$ cat src/rtl/int2flt_seq.sv
// Purpose: sequential 16-bit two's-complement integer to IEEE-754 half-float converter on a byte-wide data memory.
// Latency: 7 cycles + leading-zero shifts from start detect to ack (6 cycles for a zero input).
// Backpressure: none; memory reads/writes are single-cycle and a start seen while busy is ignored.
//
// Ports:
//   clk, reset      - rising-edge clock, asynchronous active-low reset
//   req / ack       - conversion starts on req falling edge (IDLE only); ack pulses one cycle when done
//   dm_addr         - memory address (reads integer at IN_ADDR/IN_ADDR+1, writes result at OUT_ADDR/OUT_ADDR+1)
//   dm_wr_en        - memory write strobe, high only while writing the two result bytes
//   dm_wdata        - memory write byte
//   dm_rdata        - combinational memory read byte for the current dm_addr
module int2flt_seq #(
    parameter int AW       = 8,
    parameter int IN_ADDR  = 0,
    parameter int OUT_ADDR = 2
) (
    input  logic          clk,
    input  logic          reset,
    input  logic          req,
    output logic          ack,
    output logic [AW-1:0] dm_addr,
    output logic          dm_wr_en,
    output logic [7:0]    dm_wdata,
    input  logic [7:0]    dm_rdata
);

    localparam logic [AW-1:0] IN_HI  = AW'(IN_ADDR);
    localparam logic [AW-1:0] IN_LO  = AW'(IN_ADDR + 1);
    localparam logic [AW-1:0] OUT_HI = AW'(OUT_ADDR);
    localparam logic [AW-1:0] OUT_LO = AW'(OUT_ADDR + 1);

    typedef enum logic [3:0] {
        IDLE, RD_HI, RD_LO, ABS, NORM, ROUND, PACK, WR_HI, WR_LO, DONE
    } state_t;

    state_t      state, state_nxt;
    logic        req_q;
    logic        sign;
    logic [15:0] mag;
    logic [4:0]  exp_q;
    logic [9:0]  mant_q;
    logic [15:0] res_q;

    logic [15:0] mag_abs;
    logic        rnd_inc;
    logic [10:0] mant_sum;

    // 16-bit wrap makes -32768 come out as 0x8000, which is exactly its magnitude.
    assign mag_abs  = mag[15] ? (~mag + 16'd1) : mag;
    // Round to nearest even: guard set and either an odd lsb or any sticky bit.
    assign rnd_inc  = mag[4] & (mag[5] | (|mag[3:0]));
    assign mant_sum = {1'b0, mag[14:5]} + {10'd0, rnd_inc};

    always_ff @(posedge clk or negedge reset) begin
        if (!reset) begin
            state <= IDLE;
            req_q <= 1'b0;
        end else begin
            state <= state_nxt;
            req_q <= req;
        end
    end

    always_ff @(posedge clk or negedge reset) begin
        if (!reset) begin
            sign   <= 1'b0;
            mag    <= 16'd0;
            exp_q  <= 5'd0;
            mant_q <= 10'd0;
            res_q  <= 16'd0;
        end else begin
            case (state)
                RD_HI: mag[15:8] <= dm_rdata;
                RD_LO: mag[7:0]  <= dm_rdata;
                ABS: begin
                    sign  <= mag[15];
                    mag   <= mag_abs;
                    exp_q <= 5'd30;
                end
                NORM: begin
                    mag   <= {mag[14:0], 1'b0};
                    exp_q <= exp_q - 5'd1;
                end
                ROUND: begin
                    // Carry out of the mantissa renormalizes to 1.0 x 2^(exp+1);
                    // exp never exceeds 30 here, so no overflow to infinity.
                    if (mant_sum[10]) begin
                        mant_q <= 10'd0;
                        exp_q  <= exp_q + 5'd1;
                    end else begin
                        mant_q <= mant_sum[9:0];
                    end
                end
                PACK: res_q <= (mag == 16'd0) ? 16'd0 : {sign, exp_q, mant_q};
                default: ;
            endcase
        end
    end

    always_comb begin
        state_nxt = state;
        ack       = 1'b0;
        dm_wr_en  = 1'b0;
        dm_addr   = IN_HI;
        dm_wdata  = 8'd0;
        unique case (state)
            IDLE:  if (req_q && !req) state_nxt = RD_HI;
            RD_HI: state_nxt = RD_LO;
            RD_LO: begin
                dm_addr   = IN_LO;
                state_nxt = ABS;
            end
            ABS: begin
                // Decide on the post-abs value so NORM is only entered when a shift is due.
                if (mag_abs == 16'd0)  state_nxt = PACK;
                else if (mag_abs[15])  state_nxt = ROUND;
                else                   state_nxt = NORM;
            end
            // Every NORM cycle shifts; leave once the shifted value will be normalized.
            NORM:  if (mag[14]) state_nxt = ROUND;
            ROUND: state_nxt = PACK;
            PACK:  state_nxt = WR_HI;
            WR_HI: begin
                dm_addr   = OUT_HI;
                dm_wdata  = res_q[15:8];
                dm_wr_en  = 1'b1;
                state_nxt = WR_LO;
            end
            WR_LO: begin
                dm_addr   = OUT_LO;
                dm_wdata  = res_q[7:0];
                dm_wr_en  = 1'b1;
                state_nxt = DONE;
            end
            DONE: begin
                ack       = 1'b1;
                state_nxt = IDLE;
            end
            default: state_nxt = IDLE;
        endcase
    end

endmodule

$ cat config.mk
export PLATFORM = sky130hd
export DESIGN_NAME = int2flt_seq
export DESIGN_NICKNAME = d
export VERILOG_FILES = /design/src/rtl/int2flt_seq.sv
export SDC_FILE = /design/constraint.sdc
export NUM_CORES = 1
export LEC_CHECK = 0
export CORE_UTILIZATION = 30
export CTS_CLUSTER_DIAMETER = 120
export DETAILED_ROUTE_END_ITERATION = 7
export GPL_ROUTABILITY_DRIVEN = 0
export GPL_TIMING_DRIVEN = 0
export PLACE_DENSITY_LB_ADDON = 0.3
export SLEW_MARGIN = 0
export SYNTH_ARGS = -nofsm -noshare
export SYNTH_HDL_FRONTEND = slang
export SYNTH_SLANG_ARGS = --single-unit
export TNS_END_PERCENT = 30
$ cat constraint.sdc
create_clock -name clk -period 4.34 [get_ports clk]
set_input_delay 0.434 -clock clk [delete_from_list [all_inputs] [get_ports clk]]
set_output_delay 0.434 -clock clk [all_outputs]
set_load 0.01 [all_outputs]
**Word level (Yosys, flattened, before mapping)**

Cells that the tools add are included.

- Bitwise operators: 3
- Eq/ne operators: 12
- Add/subtract/negate cells: 4
- Reduce and logical (&&, ||, !) cells: 12
- Multiplexer cells: 16

Operator list:

| operator | count |
|---|---|
| $pmux W8 S3 | 2 |
| $pmux W4 S9 | 1 |
| $logic_not A16 Y1 | 2 |
| $mux W16 | 2 |
| $add A16 B1 Y16 const B | 1 |
| $eq A4 B3 Y1 const B | 4 |
| $not A16 Y16 | 1 |
| $pmux W8 S2 | 1 |
| $pmux W5 S3 | 1 |
| $add A10 B1 Y11 | 1 |
| $mux W10 | 1 |
| $reduce_bool A3 Y1 | 3 |
| $eq A4 B2 Y1 const B | 2 |
| $eq A4 B4 Y1 const B | 2 |
| $mux W4 | 2 |
| $ne A2 B2 Y1 const B | 3 |
| $pmux W2 S3 | 1 |
| $add A5 B1 Y5 const B | 1 |
| $mux W5 | 1 |
| $sub A5 B1 Y5 const B | 1 |
| $eq A4 B1 Y1 const B | 1 |
| $logic_not A4 Y1 | 1 |
| $reduce_and A2 Y1 | 2 |
| $reduce_or A4 Y1 | 1 |
| 7 further kinds | 9 |

- Output and inout port bits: 18
- Flip-flop bits (word level): 53
- Bits of input ports: 11
- Logic and storage cells: 55

**Longest topological paths before layout**

Gate-level depths: netlist (run 1).

- Depth in word-level cells: 6
- Mapped depth: 12
- Depth with buffers taken out: 10

**Worst setup path after synthesis (run 1)**

Ideal clock, no wire load.

- Path kind: reg-to-reg
- From: register mag[0]
- To: register state[1]
- Arrival time: 2.637 ns
- Library setup time: 0.096 ns
- Path slack: 1.607 ns
- Data required time: 4.244 ns
- Stages on the path, launching flop included: 10
- Cells stage by stage: dfrtp_1 > inv_1 > ha_1 > or4b_1 > clkbuf_1 > o41ai_2 > xor2_1 > nand4_1 > or4_1 > o32ai_2

- Word-level cells in the longest chain between the ends: 6

Ends and longest elaborated chain:

| what | RTL line | text |
|---|---|---|
| start, declared | 39 | `logic [15:0] mag;` |
| start signal, assigned | 74 | `RD_LO: mag[7:0] <= dm_rdata;` |
| start signal, assigned | 77 | `mag <= mag_abs;` |
| start signal, assigned | 81 | `mag <= {mag[14:0], 1'b0};` |
| $not A16 Y16 | 49 | `assign mag_abs = mag[15] ? (~mag + 16'd1) : mag;` |
| $add A16 B1 Y16 | 49 |  |
| $mux W16 * | 49 |  |
| $logic_not A16 Y1 * | 115 | `if (mag_abs == 16'd0) state_nxt = PACK;` |
| $mux W2 * | 115 |  |
| $pmux W4 S9 * | 106 | `unique case (state)` |
| end signal, assigned | 59 | `state <= state_nxt;` |
| end, declared | 36 | `state_t state, state_nxt;` |

Every way passes the cells marked *; elsewhere a longest branch is shown, timed or not.
A chain may end at the register's enable or synchronous reset.

**Worst setup path after layout (run 1)**

- From: register state[3]
- To: output dm_wdata[0]

- Word-level cells in the longest chain between the ends: 2
- Elaborated cells between the ends (all ways): 3

Ends and longest elaborated chain:

| what | RTL line | text |
|---|---|---|
| $eq A4 B4 Y1 / $eq A4 B3 Y1 (equally long branches) | 106 |  |
| $pmux W8 S2 * | 106 |  |
| end, declared | 23 | `output logic [7:0] dm_wdata,` |

Marked as above.

==> results of run 1 <==
==> routing by layer <==
| metal | vias to the layer above | wire length [µm] | GRT usage |
|---|---|---|---|
| met2 | 53 | 3782 | 0.2463 |
| met5 | - | 0 | 0 |
| met1 | 1374 | 4197 | 0.2188 |
| li1 | 1390 | - | - |
| met4 | 0 | 150 | 0.04167 |
| met3 | 11 | 309 | 0.02330 |
==> flip-flops by register name, indices dropped and copies added (netlist names) <==
register  flops
state         4
mag          16
mant_q       10
req_q         1
sign          1
res_q        16
exp_q         5
==> where the power goes <==
group / switching [µW] / internal [µW] / leakage (µW) / total, µW
Clock: 175 / 114 / 0.0000374 / 289
Sequential: 189 / 726 / 0.000657 / 915
Combinational: 962 / 671 / 0.000797 / 1630
Total: 1330 / 1510 / 0.00149 / 2840
==> cell families (layout without fill, tap and decap cells) <==
kind of cell             after synthesis  after routing  synth area share
other                                  1              6          0.001147
adder cells (fa/ha/maj)                7              7           0.02910
AO/OA/AOI/OAI                        124            124            0.2661
XOR/XNOR                              19             19           0.05092
buffers and inverters                 45             76           0.06355
AND/OR/NAND/NOR                      113            113            0.1742
multiplexers                           3              3          0.009189
flip-flops                            53             53            0.4058
==> critical path, stage by stage, from the launching register on <==
cell and delay [ns]:
dfrtp_1 0.45, clkbuf_1 0.41, nand2_1 0.13, nor3_1 0.37
clkbuf_1 0.42, a22o_1 0.22, clkdlybuf4s50_1 0.53
==> layout make-up <==
type,count,area share
multi-input combinational,272,0.4638
sequential,53,0.3509
timing repair buffer,23,0.06223
buffer,36,0.04601
tap,136,0.04502
clock buffer,6,0.01920
inverter,9,0.008937
clock inverter,2,0.003972
==> cells in the final DEF (no fill, tap or decap), drive strengths merged, types with 2 or more instances in the layout <==
cell type       n
o41ai           4
nand2          34
xor2            8
nand3           6
conb            6
dfrtp          53
clkbuf         29
nor4b           3
xnor2          11
clkinvlp        2
nor3            8
mux2i           3
buf            15
o22ai           2
a22o           24
clkdlybuf4s50  21
nor2           28
a21o            4
ha              6
inv             9
nand4           2
o21ai          35
o22a            3
a221oi          5
or2             7
or3             7
or4             4
nand2b          5
a31oi           4
a22oi           7
nor3b           4
o31ai           5
or4b            2
a21boi          2
a211oi          2
a21oi          20
==> metrics by stage <==
step / worst slack [ns] / total power (µW) / cells / utilization
floorplan: 1.607 / 2103 / 370 / -
global placement: 1.135 / 2510 / 528 / 0.3515
detailed placement: 1.274 / 2550 / 529 / 0.3529
CTS: 1.057 / 2843 / 537 / 0.3613
global route: 0.8128 / 3096 / 537 / 0.3613
finish: 1.053 / 2837 / 537 / 0.3613
==> how the worst min path moves through the flow <==
| stage | end | depth (start not counted) | slack (ns) |
|---|---|---|---|
| after global placement | mant_q[3]$_DFFE_PN0P_ | 2 | 0.46 |
| final | exp_q[1]$_DFFE_PN0P_ | 1 | 0.03 |
| after detailed placement | exp_q[0]$_DFFE_PN0P_ | 1 | 0.40 |
| after CTS | state[2]$_DFFE_PN0P_ | 1 | 0.05 |
| after global routing | exp_q[1]$_DFFE_PN0P_ | 1 | 0.06 |
| after floorplan | exp_q[0]$_DFFE_PN0P_ | 0 | 0.14 |
==> results.toml, run 1 <==
[critical_path]
cp.required_ns = 3.91
critPathMaxFanout = 10
worst-r2r-setup-slack_ns = 1.24
r2r-end = "state[1]$_DFFE_PN0P_"
path_class = "flip-flop to primary output"
crit_start = "state[3]$_DFFE_PN0P_"
endpoint_kind = "primary output"
critPathCapture = "dm_wdata[0]"
cp-start-kind = "flip-flop"
reg2regPathDepth = 9
arrival_ns = 2.85
r2r_start = "mag[0]$_DFFE_PN0P_"

[cts]
cts_num_sinks = 53
cts_tree = "yes"
cts_resized = 0
clock_latency_ns = 0.31
clockBufferDepth = 2
post_cts_buffers = 0
htree_num_levels = 2
path_clk_slew_ns = 0.11
cts-root-buf = "clkbuf_8"
cts_made_buffers = 5
hold_buffers = 0

[sta]
setup_viol = 0
grt_setup_unrepaired = "no"
max_freq_mhz = 304.2
hold_violations = 0
tns_ns = 0
period_minus_slack_ns = 3.287
drv_slew = 0
finalCritPeriodShare = 0.7573
worst_slew_pin_slew_ns = 1.109
skew_ns = 0.01175
relSlewSlack = 0.2501
whs_ns = 0.03368

[synthesis]
synth_area_leaders = "dfrtp_1, a22o_1, nand2_1, o21ai_0, nor2_1"
ys_warn_count = 0
synth_top_area_frac = 0.4058
syn_area_per_cell_um2 = 8.954
synth_edf_count = 0
synth_area_um2 = 3268
synth_seq_cells = 53
postSynthCellCount = 365
synthTopCellsByCount = "dfrtp_1, nand2_1, nor2_1"
synthArstFlopShare = 1.000
seq_area_frac_synth = 0.4058
synth_most_common_cell = "dfrtp_1"
synthDistinctLibCells = 52
synth-main-ff-cell = "dfrtp_1"
synth_largest_area_cell = "dfrtp_1"

[drt]
drc_errors = 0
finalWirelength_um = 8439
drtIter0Drc = 165
vias_per_cell = 5.266
ant_nets = 0
firstDrtPassIters = 4
post_drt_wl_per_cell_um = 15.72
vias = 2828

[flow_run]
cap_violations = 0

[pwr]
max-vdd-ir-drop_mv = 0.3461
p_leak_uw = 0.001491
power.density_nw_per_um2 = 750.5

[finish]
multiInputGateArea_um2 = 1753
synthToLayoutAreaGrowth_pct = 15.66
seq_area_um2 = 1326
stdcell_area_um2 = 3780
finalNetCount = 418
fillerInstances = 1100
num_antenna_cells = 0
layout-drive-gt1-share = 0.06983

[placed_design]
portBuffers = 22
hpwl_um = 6376
place_area_um2 = 3692

[grt]
overflow = 0
grt_max_degree = 39
grt_first_pass_wirelength_um = 13880
antenna_found_initial = 0
grt.total_usage = 0.1553
first_global_vias = 2665

[floorplan]
dieArea_um2 = 11320
start_util = 0.3124
num_rows = 37
io_pins = 29
die_x_um = 106.4
coreArea_um2 = 10460
die_h_um = 106.4

[status]
status = "completed"

[worst_hold_path]
worstHoldPathType = "primary input to asynchronous set/reset pin"
No activity file was read; power rests on OpenSTA's default activity.
==> run 2: changes to the inputs <==
Clock period 4.34 ns to 2.9 ns, I/O delays scaled along.
==> results.toml, run 2 (synthesis gave the netlist of run 1 again) <==
[worst_hold_path]
worstHoldPathType = "primary input to asynchronous set/reset pin"

[grt]
antenna_found_initial = 0
overflow = 0
first_global_vias = 2644
grt_first_pass_wirelength_um = 13800
grt.total_usage = 0.1545
grt_max_degree = 39

[drt]
drtIter0Drc = 205
post_drt_wl_per_cell_um = 15.63
ant_nets = 0
vias = 2828
firstDrtPassIters = 4
vias_per_cell = 5.227
finalWirelength_um = 8457
drc_errors = 0

[finish]
mostFrequentLayoutCells = "dfrtp_1, nand2_1, nor2_1, o21ai_0, a22o_1"
fillerInstances = 1090
largestRegisters = "mag: 16 flops, res_q: 16 flops, mant_q: 10 flops"
layout_commonest_cell = "dfrtp_1"
layout-drive-gt1-share = 0.1037
stdcell_area_um2 = 3852
synthToLayoutAreaGrowth_pct = 17.88
num_antenna_cells = 0
finalNetCount = 422

[cts]
cts_num_sinks = 53
clock_latency_ns = 0.31
cts_tree = "yes"
htree_num_levels = 2
cts-root-buf = "clkbuf_8"
path_clk_slew_ns = 0.10
cts_made_buffers = 5
clockBufferDepth = 2

[flow_run]
cap_violations = 0

[sta]
drv_slew = 0
setup_viol = 0
worst_slew_pin_slew_ns = 0.6806
tns_ns = 0
grt_setup_unrepaired = "yes"
period_minus_slack_ns = 2.824
skew_ns = 0.01000
finalCritPeriodShare = 0.9739
whs_ns = 0.4328
hold_violations = 0
relSlewSlack = 0.5441
max_freq_mhz = 354.1

[pwr]
power_uw = 4301
max-vdd-ir-drop_mv = 0.5134
p_leak_uw = 0.001525
power.density_nw_per_um2 = 1116

[floorplan]
die_x_um = 106.4
coreArea_um2 = 10460
io_pins = 29
num_rows = 37
start_util = 0.3124
dieArea_um2 = 11320
die_h_um = 106.4

[critical_path]
arrival_ns = 3.04
path_class = "flip-flop to flip-flop"
cp.required_ns = 3.11
critPathMaxFanout = 10
cp-start-kind = "flip-flop"
endpoint_kind = "flip-flop"

[status]
status = "completed"

[placed_design]
portBuffers = 22
hpwl_um = 6376
place_area_um2 = 3692
==> run 2: cell count changes in the layout (fill, tap and decap cells not counted), sizes merged <==
| cell | delta |
|---|---|
| buf | +4 |
| clkbuf | -2 |
| clkinvlp | +2 |
| dlygate4sd3 | +1 |
| inv | -1 |
==> run 2: routing by layer <==
| layer | track usage | share of wire | vias up |
|---|---|---|---|
| met2 | 0.2449 | 0.45 | 65 |
| met1 | 0.2180 | 0.49 | 1360 |
| li1 | - | - | 1394 |
| met5 | 0 | 0 | - |
| met3 | 0.02269 | 0.047 | 9 |
| met4 | 0.04167 | 0.015 | 0 |
==> run 2: worst max-delay path, cell delays in order (launching register included) <==
cell	delay, ns
dfrtp_1	0.41
buf_6	0.15
or4_4	0.51
buf_6	0.15
o41ai_2	0.33
xor2_1	0.24
nand4_1	0.13
or4_1	0.57
o32ai_2	0.25
==> run 2: power breakdown <==
part | switching [µW] | internal, µW | total, µW
logic | 1460 | 1040 | 2500
clock network | 258 | 171 | 429
registers | 289 | 1090 | 1380
total | 2000 | 2300 | 4300
==> run 2: final cells by class <==
type	instances	area [µm²]	share of cell area
sequential	53	1326	0.3443
clock buffer	6	72.57	0.01884
timing repair buffer	28	275.3	0.07145
timing repair inverter	1	5.005	0.001299
clock inverter	2	15.01	0.003897
buffer	34	170.2	0.04417
tap	136	170.2	0.04417
multi-input combinational	272	1780	0.4622
inverter	9	37.54	0.009743
==> run 2: final timing paths <==
path                                               to  slack, ns  cells past startpoint                   from
worst max-delay path             state[1]$_DFFE_PN0P_       0.08                      8     mag[6]$_DFFE_PN0P_
worst min-delay path             exp_q[1]$_DFFE_PN0P_       0.43                      2                  reset
worst max register to register   state[1]$_DFFE_PN0P_       0.08                      8     mag[6]$_DFFE_PN0P_
worst min register to register  mant_q[4]$_DFFE_PN0P_       0.49                      2  mant_q[4]$_DFFE_PN0P_
max in group asynchronous       mant_q[4]$_DFFE_PN0P_       1.92                      3                  reset
min in group clk                      req_q$_DFF_PN0_       0.45                      1                    req
==> run 2: repair_timing <==
action	CTS	global route
endpoints found under the setup margin	11	21
hold buffers	1	0
setup buffers	0	4
resized for setup	4	6
gates cloned	0	1
pin swaps	2	0
hold endpoints to repair	15	0
==> run 2: metrics by stage <==
stage / instances / worst slack [ns] / util
after floorplan: 370 / 0.1671 / -
after global placement: 528 / -0.1695 / 0.3515
after detailed placement: 529 / -0.1657 / 0.3529
after CTS: 536 / 0.02758 / 0.3622
after global routing: 541 / -0.1104 / 0.3682
final: 541 / 0.07580 / 0.3682
==> run 3: changes to the inputs <==
Settings changed: TNS_END_PERCENT 30 to 1.
==> results.toml, run 3 (synthesis gave the netlist of run 1 again) <==
[critical_path]
cp.depth = 8
crit_slowest_cell = "or4_1"
cp.required_ns = 3.11
critPathCapture = "state[1]$_DFFE_PN0P_"
r2r-end = "state[1]$_DFFE_PN0P_"
critPathMaxFanout = 7
crit_start = "mag[0]$_DFFE_PN0P_"
reg2regPathDepth = 8
max_stage_delay_ns = 0.57
arrival_ns = 3.04
path_class = "flip-flop to flip-flop"
r2r_start = "mag[0]$_DFFE_PN0P_"
endpoint_kind = "flip-flop"
path_cells = "inv_1 > ha_1 > or4b_4 > o31ai_2 > xor2_1 > nand4_1 > or4_1 > o32ai_2"
worst-path-buf-inv = 1
cp-start-kind = "flip-flop"
worst-r2r-setup-slack_ns = 0.07
cp_top_family = "simple AND/OR/NAND/NOR gates"

[drt]
drt-met1-wl_um = 4169
vias_per_cell = 5.306
post_drt_wl_per_cell_um = 15.84
ant_nets = 0
drc_errors = 0
wl_met3_um = 390
vias = 2844
drtIter0Drc = 180
finalWirelength_um = 8490
wl_met2_um = 3780
dr.max_layer_used = "met4"
firstDrtPassIters = 4

[sta]
grt_setup_unrepaired = "yes"
relSlewSlack = 0.5790
whs_ns = 0.4319
max_freq_mhz = 353.4
finalCritPeriodShare = 0.9757
period_minus_slack_ns = 2.830
hold_violations = 0
fin_ws_ns = 0.07044
drv_slew = 0
setup_viol = 0
tns_ns = 0
skew_ns = 0.01224
worst_slew_pin_slew_ns = 0.6299

[placed_design]
place_ws_ns = -0.1657
hpwl_um = 6376
portBuffers = 22

[cts]
path_clk_slew_ns = 0.11
clockBufferDepth = 2
cts_num_sinks = 53
clock_latency_ns = 0.31
cts_made_buffers = 5
cts_tree = "yes"
cts-root-buf = "clkbuf_8"
htree_num_levels = 2

[finish]
utilization = 0.3644
mostFrequentLayoutCells = "dfrtp_1, nand2_1, nor2_1, o21ai_0, a22o_1"
finalNetCount = 417
largestRegisters = "mag: 16 flops, res_q: 16 flops, mant_q: 10 flops"
synthToLayoutAreaGrowth_pct = 16.65
layout_commonest_cell = "dfrtp_1"
num_antenna_cells = 0
layout-drive-gt1-share = 0.08500

[floorplan]
die_x_um = 106.4
coreArea_um2 = 10460
dieArea_um2 = 11320
num_rows = 37
die_h_um = 106.4
io_pins = 29
start_util = 0.3124

[flow_run]
cap_violations = 0

[pwr]
max-vdd-ir-drop_mv = 0.5182
power.density_nw_per_um2 = 1122
power_uw = 4278
p_leak_uw = 0.001515

[grt]
grt_max_degree = 39
first_global_vias = 2644
grt_first_pass_wirelength_um = 13800
overflow = 0
grt.total_usage = 0.1545
antenna_found_initial = 0

[worst_hold_path]
worstHoldPathType = "primary input to asynchronous set/reset pin"

[status]
status = "completed"
-- run 3: cell count changes in the layout (fill, tap and decap cells not counted), sizes merged --
| cell | previous run | this run |
|---|---|---|
| buf | 19 | 15 |
| clkinvlp | 4 | 2 |
| inv | 8 | 9 |
-- run 3: where the power goes --
part	switching, µW	internal (µW)	total (µW)
Sequential	289	1090	1380
Clock	261	171	432
Combinational	1450	1020	2470
-- run 3: layout make-up --
| type | count | area, µm² |
|---|---|---|
| Sequential cell | 53 | 1326 |
| Fill cell | 1094 | 6650 |
| Timing Repair Buffer | 24 | 245.2 |
| Inverter | 9 | 33.78 |
| Tap cell | 136 | 170.2 |
| Clock buffer | 6 | 72.57 |
| Buffer | 34 | 170.2 |
| Clock inverter | 2 | 15.01 |
| Multi-Input combinational cell | 272 | 1779 |
-- run 3: worst min-delay path by stage --
stage	from	endpoint	depth (start not counted)
after floorplan	reset	exp_q[0]$_DFFE_PN0P_	0
after global placement	mant_q[3]$_DFFE_PN0P_	mant_q[3]$_DFFE_PN0P_	2
after detailed placement	reset	exp_q[0]$_DFFE_PN0P_	1
after CTS	req	req_q$_DFF_PN0_	1
after global routing	req	req_q$_DFF_PN0_	1
final	reset	exp_q[1]$_DFFE_PN0P_	2
-- run 3: per-stage QoR --
stage                     instance area (µm²)  std cells
after floorplan                          3287        370
after global placement                   3677        528
after detailed placement                 3692        529
after CTS                                3790        536
after global routing                     3812        536
final                                    3812        536
-- run 3: layer usage --
layer | GRT usage | vias up
li1 | - | 1381
met1 | 0.2180 | 1377
met2 | 0.2449 | 75
met3 | 0.02269 | 11
met4 | 0.04167 | 0
met5 | 0 | -
-- run 3: repair_timing --
action                                 4_1_cts  5_1_grt
endpoints found under the hold margin       15        0
pin swaps                                    2        0
setup endpoints to repair                   11       21
gates cloned                                 0        0
setup buffers                                0        0
resized for setup                            4        3
hold buffers                                 1        0
